$ cat config.mk
export PLATFORM = sky130hd
export DESIGN_NAME = ex_alu_mdu
export DESIGN_NICKNAME = d
export VERILOG_FILES = /design/src/rtl/alu_pkg.sv /design/src/rtl/div_serial.sv /design/src/rtl/ex_alu_mdu.sv
export SDC_FILE = /design/constraint.sdc
export NUM_CORES = 2
export LEC_CHECK = 0
export BUFFER_PORTS_ARGS = -buffer_cell sky130_fd_sc_hd__buf_2
export CAP_MARGIN = 15
export CELL_PAD_IN_SITES_DETAIL_PLACEMENT = 1
export CELL_PAD_IN_SITES_GLOBAL_PLACEMENT = 2
export CORE_ASPECT_RATIO = 0.7
export CORE_MARGIN = 1.5
export CORE_UTILIZATION = 30
export DETAILED_ROUTE_END_ITERATION = 6
export HOLD_SLACK_MARGIN = 0.05
export PLACE_DENSITY = 0.61
export SLEW_MARGIN = 20
export SYNTH_ARGS = -nofsm -noshare
export SYNTH_HDL_FRONTEND = slang
export SYNTH_SLANG_ARGS = --single-unit
$ cat constraint.sdc
create_clock -name clk -period 5.01 [get_ports clk]
set_clock_uncertainty 0.2 [all_clocks]
set_input_delay 0.2505 -clock clk [delete_from_list [all_inputs] [get_ports clk]]
set_output_delay 0.2505 -clock clk [all_outputs]
set_load 0.01 [all_outputs]
$ cat src/rtl/alu_pkg.sv
// Shared decode constants for the execute-stage ALU/MDU: control codes, funct3/funct7 fields, alu_op encodings.
package alu_pkg;

  localparam logic [3:0] ALU_ADD    = 4'b0000;
  localparam logic [3:0] ALU_SUB    = 4'b0001;
  localparam logic [3:0] ALU_AND    = 4'b0010;
  localparam logic [3:0] ALU_OR     = 4'b0011;
  localparam logic [3:0] ALU_XOR    = 4'b0100;
  localparam logic [3:0] ALU_SLL    = 4'b0101;
  localparam logic [3:0] ALU_SRL    = 4'b0110;
  localparam logic [3:0] ALU_SRA    = 4'b0111;
  localparam logic [3:0] ALU_SLT    = 4'b1000;
  localparam logic [3:0] ALU_SLTU   = 4'b1001;
  localparam logic [3:0] ALU_PASS_B = 4'b1010;
  localparam logic [3:0] ALU_MDU    = 4'b1011;

  localparam logic [1:0] AOP_ADD    = 2'b00;
  localparam logic [1:0] AOP_SUB    = 2'b01;
  localparam logic [1:0] AOP_FUNCT  = 2'b10;
  localparam logic [1:0] AOP_PASS_B = 2'b11;

  // Base integer funct3 encodings
  localparam logic [2:0] F3_ADD  = 3'b000;
  localparam logic [2:0] F3_SLL  = 3'b001;
  localparam logic [2:0] F3_SLT  = 3'b010;
  localparam logic [2:0] F3_SLTU = 3'b011;
  localparam logic [2:0] F3_XOR  = 3'b100;
  localparam logic [2:0] F3_SR   = 3'b101;
  localparam logic [2:0] F3_OR   = 3'b110;
  localparam logic [2:0] F3_AND  = 3'b111;

  // M-extension funct3 encodings
  localparam logic [2:0] F3_MUL    = 3'b000;
  localparam logic [2:0] F3_MULH   = 3'b001;
  localparam logic [2:0] F3_MULHSU = 3'b010;
  localparam logic [2:0] F3_MULHU  = 3'b011;
  localparam logic [2:0] F3_DIV    = 3'b100;
  localparam logic [2:0] F3_DIVU   = 3'b101;
  localparam logic [2:0] F3_REM    = 3'b110;
  localparam logic [2:0] F3_REMU   = 3'b111;

  localparam logic [6:0] FUNCT7_MEXT = 7'b0000001;

  typedef enum logic {
    ST_IDLE = 1'b0,
    ST_DIV  = 1'b1
  } state_e;

endpackage

$ cat src/rtl/div_serial.sv
// Iterative restoring divider: one quotient bit per cycle on magnitudes, sign fix-up applied on the outputs.
module div_serial #(
  parameter int unsigned XLEN  = 32,
  parameter int unsigned CNT_W = $clog2(XLEN)
) (
  input  logic            clk,
  input  logic            rst,
  input  logic            start,
  input  logic            abort,
  input  logic            is_signed,
  input  logic [XLEN-1:0] dividend,
  input  logic [XLEN-1:0] divisor,
  output logic            busy,
  output logic            done,
  output logic [XLEN-1:0] quotient_c,
  output logic [XLEN-1:0] remainder_c
);

  logic [XLEN-1:0]  rem_q, quo_q, dvs_q;
  logic [CNT_W-1:0] cnt_q;
  logic             neg_q_q, neg_r_q;

  logic             a_neg_c, b_neg_c;
  logic [XLEN-1:0]  a_mag_c, b_mag_c;
  logic [XLEN:0]    rem_shift_c, diff_c;
  logic [XLEN-1:0]  rem_nx_c, quo_nx_c;

  always_comb begin
    a_neg_c = is_signed & dividend[XLEN-1];
    b_neg_c = is_signed & divisor[XLEN-1];
    a_mag_c = a_neg_c ? -dividend : dividend;
    b_mag_c = b_neg_c ? -divisor  : divisor;
  end

  // Trial subtraction; the partial remainder stays below the divisor so XLEN+1 bits suffice
  always_comb begin
    rem_shift_c = {rem_q, quo_q[XLEN-1]};
    diff_c      = rem_shift_c - {1'b0, dvs_q};
    if (diff_c[XLEN]) begin
      rem_nx_c = rem_shift_c[XLEN-1:0];
      quo_nx_c = {quo_q[XLEN-2:0], 1'b0};
    end else begin
      rem_nx_c = diff_c[XLEN-1:0];
      quo_nx_c = {quo_q[XLEN-2:0], 1'b1};
    end
  end

  always_ff @(posedge clk or posedge rst) begin
    if (rst) begin
      rem_q   <= '0;
      quo_q   <= '0;
      dvs_q   <= '0;
      cnt_q   <= '0;
      neg_q_q <= 1'b0;
      neg_r_q <= 1'b0;
      busy    <= 1'b0;
      done    <= 1'b0;
    end else if (abort) begin
      cnt_q <= '0;
      busy  <= 1'b0;
      done  <= 1'b0;
    end else begin
      done <= 1'b0;
      if (start) begin
        rem_q   <= '0;
        quo_q   <= a_mag_c;
        dvs_q   <= b_mag_c;
        cnt_q   <= CNT_W'(XLEN - 1);
        neg_q_q <= a_neg_c ^ b_neg_c;
        neg_r_q <= a_neg_c;
        busy    <= 1'b1;
      end else if (busy) begin
        rem_q <= rem_nx_c;
        quo_q <= quo_nx_c;
        if (cnt_q == '0) begin
          busy <= 1'b0;
          done <= 1'b1;
        end else begin
          cnt_q <= cnt_q - CNT_W'(1);
        end
      end
    end
  end

  // Quotient negated on sign mismatch; remainder follows the dividend's sign
  always_comb begin
    quotient_c  = neg_q_q ? -quo_q : quo_q;
    remainder_c = neg_r_q ? -rem_q : rem_q;
  end

endmodule

$ cat src/rtl/ex_alu_mdu.sv
// Execute-stage ALU with RV32M: single-cycle ALU/MUL, serial divider that stalls via busy.
module ex_alu_mdu
  import alu_pkg::*;
#(
  parameter int unsigned XLEN  = 32,
  parameter int unsigned CNT_W = $clog2(XLEN)
) (
  input  logic            clk,
  input  logic            rst,
  input  logic            flush,
  input  logic            in_valid,
  output logic            in_ready,
  input  logic [1:0]      alu_op,
  input  logic            is_imm,
  input  logic [2:0]      funct3,
  input  logic [6:0]      funct7,
  input  logic [XLEN-1:0] op_a,
  input  logic [XLEN-1:0] op_b,
  output logic [3:0]      alu_ctrl,
  output logic            out_valid,
  output logic [XLEN-1:0] result,
  output logic            busy
);

  localparam int unsigned     SH_W = $clog2(XLEN);
  localparam logic [XLEN-1:0] XMIN = {1'b1, {(XLEN-1){1'b0}}};

  state_e state, state_nx;

  logic              accept_c, is_mext_c, is_div_c;
  logic [3:0]        ctrl_c;
  logic [SH_W-1:0]   shamt_c;
  logic [XLEN-1:0]   alu_res_c, mdu_res_c;
  logic              a_sgn_c, b_sgn_c;
  logic [2*XLEN-1:0] mul_a_c, mul_b_c, prod_c;
  logic              div_signed_c, by_zero_c, ovf_c, div_special_c;
  logic [XLEN-1:0]   spec_q_c, spec_r_c;

  logic              div_start_c, div_done, div_is_rem;
  logic [XLEN-1:0]   div_quo_c, div_rem_c;

  logic              out_valid_d, div_is_rem_d;
  logic [XLEN-1:0]   result_d;
  logic [3:0]        alu_ctrl_d;

  assign in_ready = (state == ST_IDLE);
  assign accept_c = in_valid && in_ready && !flush;

  // Decode to the 4-bit control code
  always_comb begin
    is_mext_c = (alu_op == AOP_FUNCT) && !is_imm && (funct7 == FUNCT7_MEXT);
    is_div_c  = is_mext_c && funct3[2];
    ctrl_c    = ALU_ADD;
    case (alu_op)
      AOP_ADD:    ctrl_c = ALU_ADD;
      AOP_SUB:    ctrl_c = ALU_SUB;
      AOP_PASS_B: ctrl_c = ALU_PASS_B;
      default: begin
        if (is_mext_c) begin
          ctrl_c = ALU_MDU;
        end else begin
          case (funct3)
            F3_ADD:  ctrl_c = (!is_imm && funct7[5]) ? ALU_SUB : ALU_ADD;
            F3_SLL:  ctrl_c = ALU_SLL;
            F3_SLT:  ctrl_c = ALU_SLT;
            F3_SLTU: ctrl_c = ALU_SLTU;
            F3_XOR:  ctrl_c = ALU_XOR;
            F3_SR:   ctrl_c = funct7[5] ? ALU_SRA : ALU_SRL;
            F3_OR:   ctrl_c = ALU_OR;
            F3_AND:  ctrl_c = ALU_AND;
            default: ctrl_c = ALU_ADD;
          endcase
        end
      end
    endcase
  end

  // Full-width product; operands extended per MULH/MULHSU/MULHU signedness
  always_comb begin
    a_sgn_c = (funct3 == F3_MULH) || (funct3 == F3_MULHSU);
    b_sgn_c = (funct3 == F3_MULH);
    mul_a_c = {{XLEN{a_sgn_c & op_a[XLEN-1]}}, op_a};
    mul_b_c = {{XLEN{b_sgn_c & op_b[XLEN-1]}}, op_b};
    prod_c  = mul_a_c * mul_b_c;
  end

  // Divide cases resolved without iterating
  always_comb begin
    div_signed_c  = !funct3[0];
    by_zero_c     = (op_b == '0);
    ovf_c         = div_signed_c && (op_a == XMIN) && (op_b == '1);
    div_special_c = by_zero_c || ovf_c;
    spec_q_c      = by_zero_c ? '1   : XMIN;
    spec_r_c      = by_zero_c ? op_a : '0;
  end

  always_comb begin
    case (funct3)
      F3_MUL:    mdu_res_c = prod_c[XLEN-1:0];
      F3_MULH,
      F3_MULHSU,
      F3_MULHU:  mdu_res_c = prod_c[2*XLEN-1:XLEN];
      F3_DIV,
      F3_DIVU:   mdu_res_c = spec_q_c;
      F3_REM,
      F3_REMU:   mdu_res_c = spec_r_c;
      default:   mdu_res_c = '0;
    endcase
  end

  always_comb begin
    shamt_c = op_b[SH_W-1:0];
    case (ctrl_c)
      ALU_ADD:    alu_res_c = op_a + op_b;
      ALU_SUB:    alu_res_c = op_a - op_b;
      ALU_AND:    alu_res_c = op_a & op_b;
      ALU_OR:     alu_res_c = op_a | op_b;
      ALU_XOR:    alu_res_c = op_a ^ op_b;
      ALU_SLL:    alu_res_c = op_a << shamt_c;
      ALU_SRL:    alu_res_c = op_a >> shamt_c;
      ALU_SRA:    alu_res_c = XLEN'($signed(op_a) >>> shamt_c);
      ALU_SLT:    alu_res_c = {{(XLEN-1){1'b0}}, ($signed(op_a) < $signed(op_b))};
      ALU_SLTU:   alu_res_c = {{(XLEN-1){1'b0}}, (op_a < op_b)};
      ALU_PASS_B: alu_res_c = op_b;
      ALU_MDU:    alu_res_c = mdu_res_c;
      default:    alu_res_c = '0;
    endcase
  end

  div_serial #(
    .XLEN  (XLEN),
    .CNT_W (CNT_W)
  ) u_div (
    .clk         (clk),
    .rst         (rst),
    .start       (div_start_c),
    .abort       (flush),
    .is_signed   (div_signed_c),
    .dividend    (op_a),
    .divisor     (op_b),
    .busy        (busy),
    .done        (div_done),
    .quotient_c  (div_quo_c),
    .remainder_c (div_rem_c)
  );

  always_ff @(posedge clk or posedge rst) begin
    if (rst) state <= ST_IDLE;
    else     state <= state_nx;
  end

  always_comb begin
    state_nx = state;
    case (state)
      ST_IDLE: if (accept_c && is_div_c && !div_special_c) state_nx = ST_DIV;
      ST_DIV:  if (flush || div_done) state_nx = ST_IDLE;
      default: state_nx = ST_IDLE;
    endcase
  end

  always_comb begin
    out_valid_d  = 1'b0;
    result_d     = result;
    alu_ctrl_d   = alu_ctrl;
    div_is_rem_d = div_is_rem;
    div_start_c  = 1'b0;
    case (state)
      ST_IDLE: begin
        if (accept_c) begin
          alu_ctrl_d = ctrl_c;
          if (is_div_c && !div_special_c) begin
            div_start_c  = 1'b1;
            div_is_rem_d = funct3[1];
          end else begin
            out_valid_d = 1'b1;
            result_d    = alu_res_c;
          end
        end
      end
      ST_DIV: begin
        if (!flush && div_done) begin
          out_valid_d = 1'b1;
          result_d    = div_is_rem ? div_rem_c : div_quo_c;
        end
      end
      default: ;
    endcase
  end

  always_ff @(posedge clk or posedge rst) begin
    if (rst) begin
      out_valid  <= 1'b0;
      result     <= '0;
      alu_ctrl   <= '0;
      div_is_rem <= 1'b0;
    end else begin
      out_valid  <= out_valid_d;
      result     <= result_d;
      alu_ctrl   <= alu_ctrl_d;
      div_is_rem <= div_is_rem_d;
    end
  end

endmodule

==> metrics.md <==
| Metric | Value |
|---|---|
| Overall die width | 524.7 microns |
| Filler cells | 22200 |
| Maximum clock rate | 0.1209 GHz |
| Number of vias per cell | 5.401 |
| Ranking of synthesized cells by instance count | 1335 x inv_1, 1128 x fa_1, 961 x nand2_1, 619 x nor2_1, 348 x ha_1 |
| Capture instance of the worst register-to-register path | u_div.rem_q[0]$_DFFE_PP0P_ |
| Sequential area share after synthesis | 6.304% |
| Worst hold path depth | 4 |
| Standard cell area after detailed placement | 68890 sq um |
| Worst hold path endpoint | alu_ctrl[1]$_DFFE_PP0P_ |
| Critical Path Source Type | input pin |
| Yosys synthesis warning count | 0 |
| CTS max path bufs | 2 |
| Average detailed-routed wire length per instance | 31.58 microns |
| Ranking of synthesized cells by area | fa_1 40%, inv_1 8.8%, ha_1 7.6% |
| Die outline height | 368.2 microns |
| Slew at the pin closest to its max-slew limit | 1081 ps |
| Layout cell share with drive strength beyond 1 | 22.59% |
| Number of nets in the final layout | 9353 |
| Post-synth EDFFs | 0 |
| Endpoint class of the critical path | flip-flop |
| Worst stage delay on the critical path | 560 ps |
| Number of global-route vias before repair | 59140 |
| Final setup viols | 32 |
| # Max-Cap Violations | 0 |
| Setup TNS | -96180 ps |
| Routed via count | 55710 |
| Synth top area share | 39.51% |
| Final GP Congestion | 1.032 |
| Worst slew margin | 27.04% |
| Minimum clock period | 8272 ps |
| Synthesized area divided by synthesized cell count | 8.281 sq um |
| Result of the run | complete, but fails checks |
| Synth-to-Final Area Change | 26.35% |
| Setup slack of the worst register-to-register path | 290 ps |
| Number of buffers created by CTS | 17 |
| Library cell with the largest summed area after synthesis | fa_1 |
| Count of antenna-violating nets left after detailed routing | 0 |
| Num ports | 120 |
| DRC violation count after routing | 0 |
| Synthesized instance count | 6902 |
| Leading register cell type out of synthesis | dfrtp_1 |
| Die area | 193200 sq um |
| Remaining global-route overflow | 0 |
| Min-delay src | in_valid |
| Critical path's most frequent cell | fa_1 |
| RSZ-0062 raised after global routing | true |
| CTS tree | built |
| Count of endpoints failing hold in the final timing report | 0 |
| Combined flip-flop and latch cell area | 3605 sq um |
| Post-CTS clock slew at the launch and capture registers of the worst setup and hold paths | 80 ps |
| Hold Crit Class | input pin to flip-flop |
| Final standard cell area without fillers | 72220 sq um |
| Arrival @ worst endpoint | 8490 ps |
| CP Data Required Time | 5230 ps |
| Wire length of the first global-routing pass | 461100 microns |
| Count of different cell masters after synthesis | 96 |
| Area of the multi-input gates | 48570 sq um |
| Post-synthesis async set-or-reset flop share | 100.0% |
| CP max-delay cell | fa_1 |
| Net count after synthesis | 8459 |
| Post-synth design cell area | 57160 sq um |
| Final Cycle Share | 165.1% |
| Failing checks | setup timing |
| Number of DRC markers after the initial detailed-route iteration | 5506 |
| CTS H-Tree Depth | 4 |
| Buffers on Ports | 119 |
| Final WL | 325700 microns |
| Share of the core filled with cells in the final layout | 38.30% |
| Root Buffer | clkbuf_16 |
| Final Worst Setup Slack | -3262 ps |
| Pin count of the biggest net entering global routing | 75 |
| Number of cell instances on the worst register-to-register path | 17 |
| Core outline area | 188500 sq um |
| Number of register bits inferred by synthesis | 144 |
| CP Max Fanout | 3 |
| First drt pass iteration count | 6 |
| Worst slack at placement | -4265 ps |
| Std-Cell Rows | 133 |
| Antenna violations before repair | 21 |
| Most common cell in the netlist | inv_1 |
| DP HPWL | 276400 microns |
| Global Route Usage Sum | 33.61% |
| R2R Path Start | u_div.quo_q[31]$_DFFE_PP0P_ |
| Final Slew Violations | 0 |
| Clock latency of the later-clocked register in the worst-skew pair | 500 ps |
| Initial Utilization | 30.32% |
| Count of clock tree sinks | 144 |
| Class of the most critical setup path | input pin to flip-flop |
state kept, by name, summed over array words and instances (netlist names), 4 cells and up:
name         flops
alu_ctrl         4
result          32
u_div.cnt_q      5
u_div.dvs_q     32
u_div.quo_q     32
u_div.rem_q     32
placed cells by master, fill, tap and decap left out, types with 89 or more instances in the layout:
cell type	netlist	final
a21oi_1	324	292
buf_12	0	91
buf_4	2	1027
buf_6	4	89
dfrtp_1	144	143
fa_1	1128	1080
ha_1	348	321
inv_1	1335	1281
mux2i_1	98	97
nand2_1	961	949
nor2_1	619	597
o21ai_0	297	265
xnor2_1	169	165
critical path, delay by kind of cell:
family | cells | cell delay [ps]
AO/OA/AOI/OAI | 7 | 1620
AND/OR/NAND/NOR | 3 | 600
adder cells (fa/ha/maj) | 9 | 4220
buffers and inverters | 14 | 1650
XOR/XNOR | 1 | 150
per-layer routing:
metal	vias to the layer above	track usage [%]	share of wire, %
li1	23510	-	-
met1	29670	49.27	46
met2	2103	48.58	41
met3	422	7.688	8.8
met4	10	10.12	3.7
met5	-	0	0.018
cells by family after synthesis:
family | after synthesis | synth area share [%]
buf+inv | 1790 | 11.89
simple gates | 1959 | 14.40
compound gates | 1143 | 12.76
xor+xnor | 227 | 3.478
flops | 144 | 6.304
mux | 163 | 4.041
fa+ha+maj | 1476 | 47.13
through the flow:
| step | cells | hold WS [ps] |
|---|---|---|
| 6_report | 10310 | 165.5 |
| 5_1_grt | 10310 | 147.9 |
| 4_1_cts | 10280 | 127.2 |
| 3_5_place_dp | 10180 | 276.6 |
| 3_3_place_gp | 10180 | 268.2 |
| 2_1_floorplan | 6902 | 220.3 |
what timing repair did:
action | 4_1_cts | 5_1_grt
gates cloned | 0 | 0
hold endpoints to repair | 80 | 0
resized for setup | 372 | 125
setup buffers | 81 | 26
hold buffers | 4 | 0
endpoints found under the setup margin | 32 | 32
pin swaps | 192 | 147
worst max path at each step:
| stage | from | endpoint | slack, ps | cells after the start |
|---|---|---|---|---|
| 2_1_floorplan | funct3[0] | result[28]$_DFFE_PP0P_ | -3380 | 33 |
| 3_3_place_gp | op_a[14] | result[23]$_DFFE_PP0P_ | -4290 | 30 |
| 4_1_cts | op_b[1] | result[18]$_DFFE_PP0P_ | -3120 | 31 |
| 5_1_grt | funct3[0] | result[28]$_DFFE_PP0P_ | -3380 | 34 |
| 3_5_place_dp | op_a[14] | result[23]$_DFFE_PP0P_ | -4260 | 30 |
| 6_report | op_b[1] | result[28]$_DFFE_PP0P_ | -3260 | 34 |
final cells by class:
| type | count | area share, % |
|---|---|---|
| Multi-Input combinational cell | 4968 | 67.26 |
| Clock inverter | 13 | 0.1455 |
| Timing Repair Buffer | 1306 | 15.49 |
| Antenna cell | 8 | 0.02772 |
| Sequential cell | 144 | 4.992 |
| Tap cell | 2497 | 4.326 |
| Clock buffer | 19 | 0.6133 |
| Inverter | 1359 | 7.145 |
Power is left out: the tool's default activity adds up to more than one toggle a clock period on the data nets, which glitch-free logic cannot reach.
